==> src/rtl/consmax_cfg_loader_if.sv <==
// Configuration stream plus LUT/scale write bus between the loader and the consmax engines.
// master: the loader (accepts the stream, drives the write bus); slave: source/consumer side.
interface consmax_cfg_loader_if #(
  parameter int LUT_DATA = 16,
  parameter int LUT_ADDR = 4
);
  logic [LUT_DATA-1:0] cfg_data;
  logic                cfg_vld;
  logic                cfg_rdy;
  logic [LUT_DATA-1:0] out_scale;
  logic                out_scale_vld;
  logic [LUT_ADDR:0]   lut_waddr;
  logic                lut_wen;
  logic [LUT_DATA-1:0] lut_wdata;

  modport master (
    input  cfg_data, cfg_vld,
    output cfg_rdy, out_scale, out_scale_vld, lut_waddr, lut_wen, lut_wdata
  );

  modport slave (
    output cfg_data, cfg_vld,
    input  cfg_rdy, out_scale, out_scale_vld, lut_waddr, lut_wen, lut_wdata
  );
endinterface

==> src/rtl/consmax_cfg_loader.sv <==
// Streams one scale word then 2*LUT_DEPTH LUT entries into the shared consmax LUT/scale
// write port, holding upstream data producers off while the writes are in flight.
module consmax_cfg_loader #(
  parameter int FIXED_BIT = 8,
  parameter int EXP_BIT   = 8,
  parameter int MAT_BIT   = 7,
  parameter int LUT_DATA  = EXP_BIT + MAT_BIT + 1,
  parameter int LUT_ADDR  = FIXED_BIT >> 1,
  parameter int LUT_DEPTH = 2 ** LUT_ADDR,
  parameter int HOLD_TAIL = 2
) (
  input  logic                          clk,
  input  logic                          rst_n,
  input  logic                          start,
  input  logic                          abort,
  consmax_cfg_loader_if.master          bus,
  output logic                          data_hold,
  output logic                          busy,
  output logic                          done
);

  localparam int TAIL_W = (HOLD_TAIL > 1) ? $clog2(HOLD_TAIL) : 1;
  localparam logic [LUT_ADDR:0] LAST_ADDR = {(LUT_ADDR+1){1'b1}};

  typedef enum logic [1:0] {IDLE, SCALE, LUT, TAIL} state_t;

  state_t              state_reg;
  logic [LUT_ADDR:0]   cnt_reg;
  logic [TAIL_W-1:0]   tail_reg;
  logic [LUT_DATA-1:0] scale_reg;
  logic                scale_vld_reg;
  logic [LUT_ADDR:0]   waddr_reg;
  logic                wen_reg;
  logic [LUT_DATA-1:0] wdata_reg;
  logic                hold_reg;
  logic                busy_reg;
  logic                done_reg;
  logic                hs;

  // Ready is a pure state decode so the source never sees a combinational path from its own valid.
  assign bus.cfg_rdy = (state_reg == SCALE) || (state_reg == LUT);
  assign hs          = bus.cfg_vld && bus.cfg_rdy;

  always_ff @(posedge clk or negedge rst_n) begin
    if (!rst_n) begin
      state_reg     <= IDLE;
      cnt_reg       <= '0;
      tail_reg      <= '0;
      scale_reg     <= '0;
      scale_vld_reg <= 1'b0;
      waddr_reg     <= '0;
      wen_reg       <= 1'b0;
      wdata_reg     <= '0;
      hold_reg      <= 1'b0;
      busy_reg      <= 1'b0;
      done_reg      <= 1'b0;
    end else begin
      scale_vld_reg <= 1'b0;
      wen_reg       <= 1'b0;
      done_reg      <= 1'b0;
      // Abort outranks any handshake in the same cycle; that word is dropped.
      if (state_reg != IDLE && abort) begin
        state_reg <= IDLE;
        hold_reg  <= 1'b0;
        busy_reg  <= 1'b0;
      end else begin
        case (state_reg)
          IDLE: begin
            if (start && !abort) begin
              state_reg <= SCALE;
              hold_reg  <= 1'b1;
              busy_reg  <= 1'b1;
            end
          end
          SCALE: begin
            if (hs) begin
              scale_reg     <= bus.cfg_data;
              scale_vld_reg <= 1'b1;
              cnt_reg       <= '0;
              state_reg     <= LUT;
            end
          end
          LUT: begin
            if (hs) begin
              wen_reg   <= 1'b1;
              waddr_reg <= cnt_reg;
              wdata_reg <= bus.cfg_data;
              cnt_reg   <= cnt_reg + 1'b1;
              if (cnt_reg == LAST_ADDR) begin
                tail_reg  <= '0;
                state_reg <= TAIL;
              end
            end
          end
          TAIL: begin
            if (tail_reg == TAIL_W'(HOLD_TAIL - 1)) begin
              hold_reg  <= 1'b0;
              busy_reg  <= 1'b0;
              done_reg  <= 1'b1;
              state_reg <= IDLE;
            end else begin
              tail_reg <= tail_reg + 1'b1;
            end
          end
          default: state_reg <= IDLE;
        endcase
      end
    end
  end

  assign bus.out_scale     = scale_reg;
  assign bus.out_scale_vld = scale_vld_reg;
  assign bus.lut_waddr     = waddr_reg;
  assign bus.lut_wen       = wen_reg;
  assign bus.lut_wdata     = wdata_reg;
  assign data_hold         = hold_reg;
  assign busy              = busy_reg;
  assign done              = done_reg;

endmodule

==> src/flat_wrapper.sv <==
// flat-port wrapper written by rule: the top's interface ports become plain ports
module consmax_cfg_loader_flat 
#(
  parameter int FIXED_BIT = 8,
  parameter int EXP_BIT   = 8,
  parameter int MAT_BIT   = 7,
  parameter int LUT_DATA  = EXP_BIT + MAT_BIT + 1,
  parameter int LUT_ADDR  = FIXED_BIT >> 1,
  parameter int LUT_DEPTH = 2 ** LUT_ADDR,
  parameter int HOLD_TAIL = 2
)
  (clk, rst_n, start, abort, data_hold, busy, done, bus_cfg_data, bus_cfg_vld, bus_cfg_rdy, bus_out_scale, bus_out_scale_vld, bus_lut_waddr, bus_lut_wen, bus_lut_wdata);
  consmax_cfg_loader_if #(.LUT_DATA(LUT_DATA), .LUT_ADDR(LUT_ADDR)) bus_i ();
  input  logic clk;
  input  logic rst_n;
  input  logic start;
  input  logic abort;
  output logic data_hold;
  output logic busy;
  output logic done;
  input wire logic [$bits(bus_i.cfg_data)-1:0] bus_cfg_data;
  input wire logic [$bits(bus_i.cfg_vld)-1:0] bus_cfg_vld;
  output wire logic [$bits(bus_i.cfg_rdy)-1:0] bus_cfg_rdy;
  output wire logic [$bits(bus_i.out_scale)-1:0] bus_out_scale;
  output wire logic [$bits(bus_i.out_scale_vld)-1:0] bus_out_scale_vld;
  output wire logic [$bits(bus_i.lut_waddr)-1:0] bus_lut_waddr;
  output wire logic [$bits(bus_i.lut_wen)-1:0] bus_lut_wen;
  output wire logic [$bits(bus_i.lut_wdata)-1:0] bus_lut_wdata;
  assign bus_i.cfg_data = bus_cfg_data;
  assign bus_i.cfg_vld = bus_cfg_vld;
  assign bus_cfg_rdy = bus_i.cfg_rdy;
  assign bus_out_scale = bus_i.out_scale;
  assign bus_out_scale_vld = bus_i.out_scale_vld;
  assign bus_lut_waddr = bus_i.lut_waddr;
  assign bus_lut_wen = bus_i.lut_wen;
  assign bus_lut_wdata = bus_i.lut_wdata;
  consmax_cfg_loader #(.FIXED_BIT(FIXED_BIT), .EXP_BIT(EXP_BIT), .MAT_BIT(MAT_BIT), .LUT_DATA(LUT_DATA), .LUT_ADDR(LUT_ADDR), .LUT_DEPTH(LUT_DEPTH), .HOLD_TAIL(HOLD_TAIL)) u_core (.clk(clk), .rst_n(rst_n), .start(start), .abort(abort), .bus(bus_i), .data_hold(data_hold), .busy(busy), .done(done));
endmodule
==> config.mk <==
export PLATFORM = sky130hd
export DESIGN_NAME = consmax_cfg_loader_flat
export DESIGN_NICKNAME = d
export VERILOG_FILES = /design/src/rtl/consmax_cfg_loader_if.sv /design/src/rtl/consmax_cfg_loader.sv /design/src/flat_wrapper.sv
export SDC_FILE = /design/constraint.sdc
export NUM_CORES = 1
export LEC_CHECK = 0
export ABC_AREA = 1
export BUFFER_PORTS_ARGS = -buffer_cell sky130_fd_sc_hd__buf_2
export CAP_MARGIN = 20
export CORE_UTILIZATION = 55
export DETAILED_ROUTE_END_ITERATION = 10
export PLACE_DENSITY_LB_ADDON = 0.25
export SETUP_SLACK_MARGIN = 0.5
export SYNTH_ARGS = -nofsm -noshare
export SYNTH_HDL_FRONTEND = slang
export SYNTH_SLANG_ARGS = --single-unit
==> constraint.sdc <==
create_clock -name clk -period 3.75 [get_ports clk]
set_clock_uncertainty 0.05 [all_clocks]
set_input_delay 0 -clock clk [delete_from_list [all_inputs] [get_ports clk]]
set_output_delay 0 -clock clk [all_outputs]
set_load 0.01 [all_outputs]
==> results of run 1 <==
==> worst max-delay path, cell delays in order (launching register included) <==
cell     delay (ns)
dfrtp_1        0.41
inv_1          0.11
ha_1           0.37
inv_1          0.32
nor2_4         0.52
nand2_1        0.11
nand2_1        0.09
==> final timing paths <==
path	startpoint	to	slack, ns	depth (start not counted)
max in group asynchronous	rst_n	u_core.bus.out_scale[3]$_DFFE_PN0P_	2.99	3
hold reg to reg	u_core.bus.out_scale[14]$_DFFE_PN0P_	u_core.bus.out_scale[14]$_DFFE_PN0P_	0.43	2
min in group asynchronous	rst_n	u_core.data_hold$_DFFE_PN0P_	0.14	2
setup / recovery	u_core.state_reg[1]$_DFFE_PN0P_	u_core.bus.lut_waddr[2]$_DFFE_PN0P_	1.72	6
setup reg to reg	u_core.state_reg[1]$_DFFE_PN0P_	u_core.bus.lut_waddr[2]$_DFFE_PN0P_	1.72	6
hold / removal	bus_cfg_vld	u_core.tail_reg$_DFFE_PN0P_	0.008	3
==> cell type report <==
type | count | area [µm²]
sequential | 49 | 1230
fill | 305 | 967
multi-input combinational | 171 | 798
timing repair buffer | 81 | 505
clock buffer | 6 | 82.6
inverter | 16 | 62.6
tap | 48 | 60.1
clock inverter | 2 | 13.8
==> power by group <==
| group | internal (mW) | leakage (nW) | switching, mW |
|---|---|---|---|
| Sequential | 0.744 | 0.634 | 0.129 |
| Clock | 0.150 | 0.0512 | 0.177 |
| Combinational | 0.323 | 0.884 | 0.572 |
==> metal layers <==
metal  vias up  part of all wire (%)  GRT usage (%)
met2        51                    50           43.9
met1       866                    43           32.6
met3        13                   4.9           7.22
li1        918                     -              -
met5         -                     0              0
met4         0                   2.6           11.7
==> kinds of logic after synthesis <==
family / share of synthesized area [%]
AND/OR/NAND/NOR: 26.2
buffers and inverters: 6.69
XOR/XNOR: 0.404
adder cells (fa/ha/maj): 3.46
AO/OA/AOI/OAI: 6.75
flip-flops: 56.5
==> cells in the final DEF (no fill, tap or decap), types with 2 or more instances in the layout <==
master	count
buf_2	63
nand3_1	7
ha_1	6
nand2_1	117
nand3_4	2
inv_1	13
o21ai_1	10
o21ai_0	16
dlygate4sd3_1	17
dfrtp_1	49
clkbuf_8	6
nor2_1	5
==> metrics by stage <==
step	total power, mW	setup slack [ns]	utilization (%)
final	2.09	1.72	74.0
after global placement	1.71	1.88	66.3
after detailed placement	1.76	1.77	66.3
after global routing	2.25	1.58	74.0
after CTS	2.10	1.76	73.4
after floorplan	1.44	2.23	-
==> flow_summary.ini, run 1 <==
[route]
routed_wl_um = 5090
route.detailed.drc = 0
vias_per_cell = 4.95
dr.pass1.iters = 4
postRouteAntennaNets = 0
drt_iter0_drc = 165
post_drt_wl_per_cell_um = 13.7
vias = 1848

[floorplan]
rows = 22
dieArea_um2 = 4200
ios = 64
coreArea_um2 = 3720
die_h_um = 64.8
initial_core_util_pct = 58.4
die_x_um = 64.8

[status]
status = finished clean

[setup_path]
start_kind = register
crit_fanout = 22
crit_arrival_ns = 2.23
endpoint_kind = register
crit_required_ns = 3.95
worstSetupPathType = register to register

[global_routing]
overflow = 0
antenna_found_initial = 0
grt_max_degree = 50
grt_pass1_vias = 1800
grt_usage_pct = 26.6
grt_pass1_wl_um = 8220

[yosys]
synth.most_common_cell = nand2_1
synth-async-reset-ratio_pct = 100
synth-main-ff-cell = dfrtp_1
yosys_warnings = 0
yosys.area.top_type_share_pct = 56.5
syn_area_um2 = 2170
syn_avg_cell_area_um2 = 8.86
synth.top_cells.by_count = nand2_1 (117), dfrtp_1 (49), o21ai_0 (16)
synth-edff-count = 0
syn_nets = 272
ys_types = 24
syn_inst = 245
synth_seq_cells = 49
synth_top_area_cell = dfrtp_1
seq_area_frac_synth_pct = 56.5
synth_area_leaders = dfrtp_1 (57%), nand2_1 (20%), o21ai_0 (3.7%)

[job]
max_cap_violations = 0

[sta]
slew_headroom_pct = 56.4
slew_viol_final = 0
fin_crit_sh_pct = 54.2
rsz0062_at_grt = false
whs_ns = 0.00786
worst_pin_slew_ns = 0.654
setup_viol = 0
max_freq_mhz = 492
setup_tns_ns = 0
finalHoldViolations = 0
min_period_ns = 2.03

[placement]
post-dp-hpwl_um = 3330
io_buffers = 63
placedInstanceArea_um2 = 2460
dpl.cell_count = 347
gp_congestion = 0.847

[clock_network]
clk_latency_ns = 0.30
ctsResizeCount = 0
numCtsBuffers = 5
h-tree-depth = 2
hold_buffers = 17
cts_tree = yes
numClockSinks = 49
clk_pin_slew_ns = 0.09
cts_setup_buffers = 0
cts-root-buf = clkbuf_8
clk_path_buf_depth = 2

[power]
p_per_area_nw_per_um2 = 762
p_leak_nw = 1.57
vdd_drop_max_uv = 387

[min_path]
hp-class = input port to register

[cells_and_area]
final_area_um2 = 2750
drive_gt1_share_pct = 24.3
stdcell_count = 373
nNetsFinal = 351
syn_to_final_growth_pct = 26.7
diodes = 0
Power figures use the tool's default switching activity.
==> run 2, diff against run 1 <==
--- a/config.mk
+++ b/config.mk
@@ -8,7 +8,7 @@
 export ABC_AREA = 1
 export BUFFER_PORTS_ARGS = -buffer_cell sky130_fd_sc_hd__buf_2
 export CAP_MARGIN = 20
-export CORE_UTILIZATION = 55
+export CORE_UTILIZATION = 51
 export DETAILED_ROUTE_END_ITERATION = 10
 export PLACE_DENSITY_LB_ADDON = 0.25
 export SETUP_SLACK_MARGIN = 0.5
==> constraint.sdc (replaced) <==
create_clock -name clk -period 1.9 [get_ports clk]
set_clock_uncertainty 0.05 [all_clocks]
set_input_delay 0 -clock clk [delete_from_list [all_inputs] [get_ports clk]]
set_output_delay 0 -clock clk [all_outputs]
set_load 0.01 [all_outputs]
==> run 2 against run 1 <==
Effect of this change:
- sequential power rose by 97%
- highest routed layer unchanged
- critical endpoint is now u_core.state_reg[1]$_DFFE_PN0P_
- clock power grew 87%
- register-to-register slack worse by 1.4 ns
- utilization up 5.5 points
==> flow_summary.ini, run 2 (same netlist as run 1, synthesis figures left out) <==
[min_path]
hp-class = input port to register
hold_start = bus_cfg_vld
holdPathStages = 3
hold_end = u_core.cnt_reg[0]$_DFFE_PN0P_

[cells_and_area]
drive_gt1_share_pct = 42.9
final_common_cell = nand2_1
regArea_um2 = 1230
multiInputGateArea_um2 = 953
syn_to_final_growth_pct = 47.6
final_cell_mix = nand2_1 (89), buf_2 (63), dfrtp_1 (48)
diodes = 0
nNetsFinal = 378
nFillCells = 252

[sta]
slew_viol_final = 0
whs_ns = 0.0283
setup_viol = 0
fin_ws_ns = 0.281
slew_headroom_pct = 69.8
fin_crit_sh_pct = 85.2
worst_pin_slew_ns = 0.452
finalHoldViolations = 0
max_freq_mhz = 618
rsz0062_at_grt = true
setup_tns_ns = 0
min_period_ns = 1.62

[global_routing]
use_met3_pct = 5.74
overflow = 0
grt_pass1_wl_um = 8840
grt_max_degree = 21
grt_usage_pct = 27.2
grt_pass1_vias = 1920
met1_usage_pct = 36.1
grt-busiest-layer = met2
antenna_found_initial = 0
use_met2_pct = 42.1

[power]
seqPwrFrac_pct = 35.4
p_leak_nw = 1.75
p_per_area_nw_per_um2 = 1520
combinationalPowerShare_pct = 52.1
p_int_mw = 2.81
vdd_drop_max_uv = 757
switching_share_pct = 42.3
finalPower_mw = 4.87
switchingPower_mw = 2.06
power_frac_clock_pct = 12.5

[clock_network]
numClockSinks = 49
h-tree-depth = 2
clk_path_buf_depth = 2
clk_latency_ns = 0.31
cts-root-buf = clkbuf_8
cts_tree = yes
numCtsBuffers = 5
clk_pin_slew_ns = 0.09

[setup_path]
crit_fanout = 6
worstSetupPathType = register to register
crit_required_ns = 2.05
start_kind = register
crit_arrival_ns = 1.77
worstReg2RegEnd = u_core.state_reg[1]$_DFFE_PN0P_
endpoint_kind = register
reg2regPathDepth = 8
r2r-start = u_core.state_reg[1]$_DFFE_PN0P_
rrSetupSlack_ns = 0.28

[route]
route.detailed.drc = 0
vias_per_cell = 5.19
dr.pass1.iters = 4
drt_iter0_drc = 172
routed_wl_um = 6350
postRouteAntennaNets = 0
vias = 2088
post_drt_wl_per_cell_um = 15.8

[floorplan]
die_h_um = 67.2
coreArea_um2 = 4030
dieArea_um2 = 4520
ios = 64
rows = 23
initial_core_util_pct = 53.9
die_x_um = 67.2

[placement]
post-dp-hpwl_um = 3460
dp_slack_ns = 0.276
gp_congestion = 0.855
io_buffers = 63

[job]
max_cap_violations = 0

[status]
status = finished clean
## run 2: critical path, stage by stage (launching register included)
cell and delay, ns:
dfrtp_2 0.43, buf_4 0.15, ha_4 0.19, nor2_1 0.26, nor2_1 0.14, nand2_4 0.11
nand3_4 0.06, nand2_1 0.08, nand2_1 0.05
## run 2: worst max path at each step
stage,to,slack (ns),start
global placement,u_core.bus.lut_wdata[9]$_DFFE_PN0P_,0.32,u_core.state_reg[0]$_DFFE_PN0P_
global route,u_core.bus.lut_wdata[7]$_DFFE_PN0P_,0.20,u_core.state_reg[0]$_DFFE_PN0P_
detailed placement,u_core.bus.lut_wdata[6]$_DFFE_PN0P_,0.28,u_core.state_reg[0]$_DFFE_PN0P_
CTS,u_core.bus.lut_wdata[2]$_DFFE_PN0P_,0.41,u_core.state_reg[0]$_DFFE_PN0P_
finish,u_core.state_reg[1]$_DFFE_PN0P_,0.28,u_core.state_reg[1]$_DFFE_PN0P_
floorplan,u_core.state_reg[1]$_DFFE_PN0P_,0.44,u_core.cnt_reg[0]$_DFFE_PN0P_
## run 2: stage by stage
stage | area [µm²] | cells | utilization, %
after CTS | 3040 | 397 | 75.5
after global placement | 2530 | 354 | 62.8
final | 3200 | 402 | 79.5
after global routing | 3200 | 402 | 79.5
after floorplan | 2190 | 245 | -
after detailed placement | 2530 | 354 | 62.8
## run 2: area by class of cell
cell class,instances,share of cell area (%)
Clock inverter,2,0.469
Multi-Input combinational cell,171,29.8
Timing Repair Buffer,108,24.9
Tap cell,50,1.95
Clock buffer,6,2.27
Sequential cell,49,38.3
Inverter,16,2.31
## run 2: power by group through the flow
| stage | logic [mW] | registers (mW) | clock network (mW) |
|---|---|---|---|
| 5_1_grt | 2.77 | 1.77 | 0.672 |
| 4_1_cts | 2.21 | 1.70 | 0.620 |
| 6_report | 2.54 | 1.72 | 0.609 |
| 3_3_place_gp | 1.75 | 1.73 | 0 |
| 3_5_place_dp | 1.79 | 1.73 | 0 |
| 2_1_floorplan | 0.994 | 1.89 | 0 |
## run 2: per-layer routing
| layer | share of wire [%] | vias up |
|---|---|---|
| li1 | - | 978 |
| met2 | 50 | 104 |
| met5 | 0 | - |
| met1 | 41 | 989 |
| met3 | 6.4 | 17 |
| met4 | 2.9 | 0 |
## run 2: what timing repair did
item | in CTS | in global routing
resized for setup | 29 | 36
pin swaps | 6 | 11
hold buffers | 17 | 0
endpoints found under the setup margin | 46 | 45
setup buffers | 17 | 4
gates cloned | 1 | 1
hold endpoints to repair | 63 | 0
==> run 3, diff against run 2 <==
--- a/config.mk
+++ b/config.mk
@@ -10,6 +10,7 @@
 export CAP_MARGIN = 20
 export CORE_UTILIZATION = 51
 export DETAILED_ROUTE_END_ITERATION = 10
+export MAX_ROUTING_LAYER = met4
 export PLACE_DENSITY_LB_ADDON = 0.25
 export SETUP_SLACK_MARGIN = 0.5
 export SYNTH_ARGS = -nofsm -noshare
==> run 3 against run 2 <==
Effect of this change:
- setup slack improved by 0.0065 ns
- hold slack got worse by 0.012 ns
- sequential power about the same
- non-clock buffer count unchanged
- critical path type unchanged
- critical endpoint is now u_core.bus.lut_wdata[15]$_DFFE_PN0P_
- largest cell class unchanged
==> flow_summary.ini, run 3 (same netlist as run 1, synthesis figures left out) <==
[global_routing]
grt_usage_pct = 27.9
overflow = 0
use_met2_pct = 42.3
antenna_found_initial = 0
grt_max_degree = 21
use_met3_pct = 5.74
grt-busiest-layer = met2
grt_pass1_vias = 1913
met1_usage_pct = 36.1
grt_pass1_wl_um = 8830

[cells_and_area]
final_area_um2 = 3190
nFillCells = 256
syn_to_final_growth_pct = 47.1
final_common_cell = nand2_1
diodes = 0
stdcell_count = 402
drive_gt1_share_pct = 41.8
final_cell_mix = nand2_1 (93), buf_2 (63), dfrtp_1 (48)
nNetsFinal = 378

[setup_path]
crit_required_ns = 2.04
cp_slowest_cell = dfrtp_1
start_kind = register
crit_fanout = 9
slowest_delay_ns = 0.38
crit_arrival_ns = 1.75
worstSetupPathType = register to register
critPathTopFamily = buffers and inverters
cp_cell_sequence = inv_2, ha_4, clkinvlp_4, buf_4, o21ai_0, nand2_1
endpoint_kind = register
worstPathBufferInverterCount = 3

[clock_network]
numClockSinks = 49
cts_tree = yes
clk_latency_ns = 0.31
numCtsBuffers = 5
clk_pin_slew_ns = 0.10
clk_path_buf_depth = 2
h-tree-depth = 2
cts-root-buf = clkbuf_8

[sta]
setup_tns_ns = 0
setup_viol = 0
worst_pin_slew_ns = 0.452
finalHoldViolations = 0
rsz0062_at_grt = true
max_freq_mhz = 620
fin_crit_sh_pct = 84.8
slew_headroom_pct = 69.9
slew_viol_final = 0
min_period_ns = 1.61

[floorplan]
rows = 23
initial_core_util_pct = 53.9
coreArea_um2 = 4030
die_h_um = 67.2
die_x_um = 67.2
dieArea_um2 = 4520
ios = 64

[placement]
post-dp-hpwl_um = 3460
gp_congestion = 0.869
io_buffers = 63
dpl.cell_count = 354
placedInstanceArea_um2 = 2530

[route]
route.detailed.drc = 0
post_drt_wl_per_cell_um = 15.5
drt_iter0_drc = 117
dr.pass1.iters = 4
routed_wl_um = 6220
vias_per_cell = 5.20
postRouteAntennaNets = 0
vias = 2089

[power]
vdd_drop_max_uv = 761
finalPower_mw = 4.86
p_per_area_nw_per_um2 = 1520
p_leak_nw = 1.75

[status]
status = finished clean

[job]
max_cap_violations = 0

[min_path]
hp-class = input port to register
run 3: what timing repair did:
item,in CTS,in global routing
gates resized for setup,29,32
cloned,1,1
endpoints found under the hold margin,63,0
hold buffers,17,0
endpoints found under the setup margin,46,45
setup buffers,17,4
pin swaps,6,11
run 3: area by class of cell:
type / instances / area (µm²) / share of cell area [%]
clock inverters: 2 / 15.0 / 0.470
flip-flops and latches: 49 / 1230 / 38.5
multi-input cells: 171 / 943 / 29.6
repair buffers: 108 / 797 / 25.0
well taps: 50 / 62.6 / 1.96
clock buffers: 6 / 72.6 / 2.27
inverters: 16 / 73.8 / 2.31
run 3: layer usage:
metal,share of wire [%],routed length [µm]
met1,41,2540
met2,49,3050
met3,6.5,406
met4,3.6,223
met5,0,0
run 3: stage by stage:
| stage | hold slack [ns] | utilization [%] | setup WS (ns) |
|---|---|---|---|
| 2_1_floorplan | -0.346 | - | 0.444 |
| 3_3_place_gp | -0.0739 | 62.8 | 0.322 |
| 3_5_place_dp | -0.0790 | 62.8 | 0.276 |
| 4_1_cts | 0.0154 | 75.5 | 0.411 |
| 5_1_grt | 0.00937 | 79.2 | 0.201 |
| 6_report | 0.0166 | 79.2 | 0.288 |
run 3: report_power, final:
part	total, mW	internal [mW]	switching [mW]
Clock	0.612	0.260	0.352
Combinational	2.52	1.08	1.44
Sequential	1.72	1.47	0.253
Total	4.86	2.81	2.05
run 3: worst register-to-register path, stage by stage, from the launching register on:
cell and delay, ns:
dfrtp_1 0.38, inv_2 0.08, ha_4 0.31, clkinvlp_4 0.16
buf_4 0.21, o21ai_0 0.22, nand2_1 0.10
run 3: final timing paths:
check | from | end | slack (ns) | depth (start not counted)
min in group asynchronous | rst_n | u_core.cnt_reg[0]$_DFFE_PN0P_ | 0.11 | 2
max reg2reg | u_core.state_reg[0]$_DFFE_PN0P_ | u_core.bus.lut_wdata[15]$_DFFE_PN0P_ | 0.29 | 6
max in group asynchronous | rst_n | u_core.bus.out_scale[9]$_DFFE_PN0P_ | 1.11 | 3
max | u_core.state_reg[0]$_DFFE_PN0P_ | u_core.bus.lut_wdata[15]$_DFFE_PN0P_ | 0.29 | 6
min | bus_cfg_vld | u_core.cnt_reg[0]$_DFFE_PN0P_ | 0.02 | 3
min reg2reg | u_core.bus.out_scale[1]$_DFFE_PN0P_ | u_core.bus.out_scale[1]$_DFFE_PN0P_ | 0.43 | 2
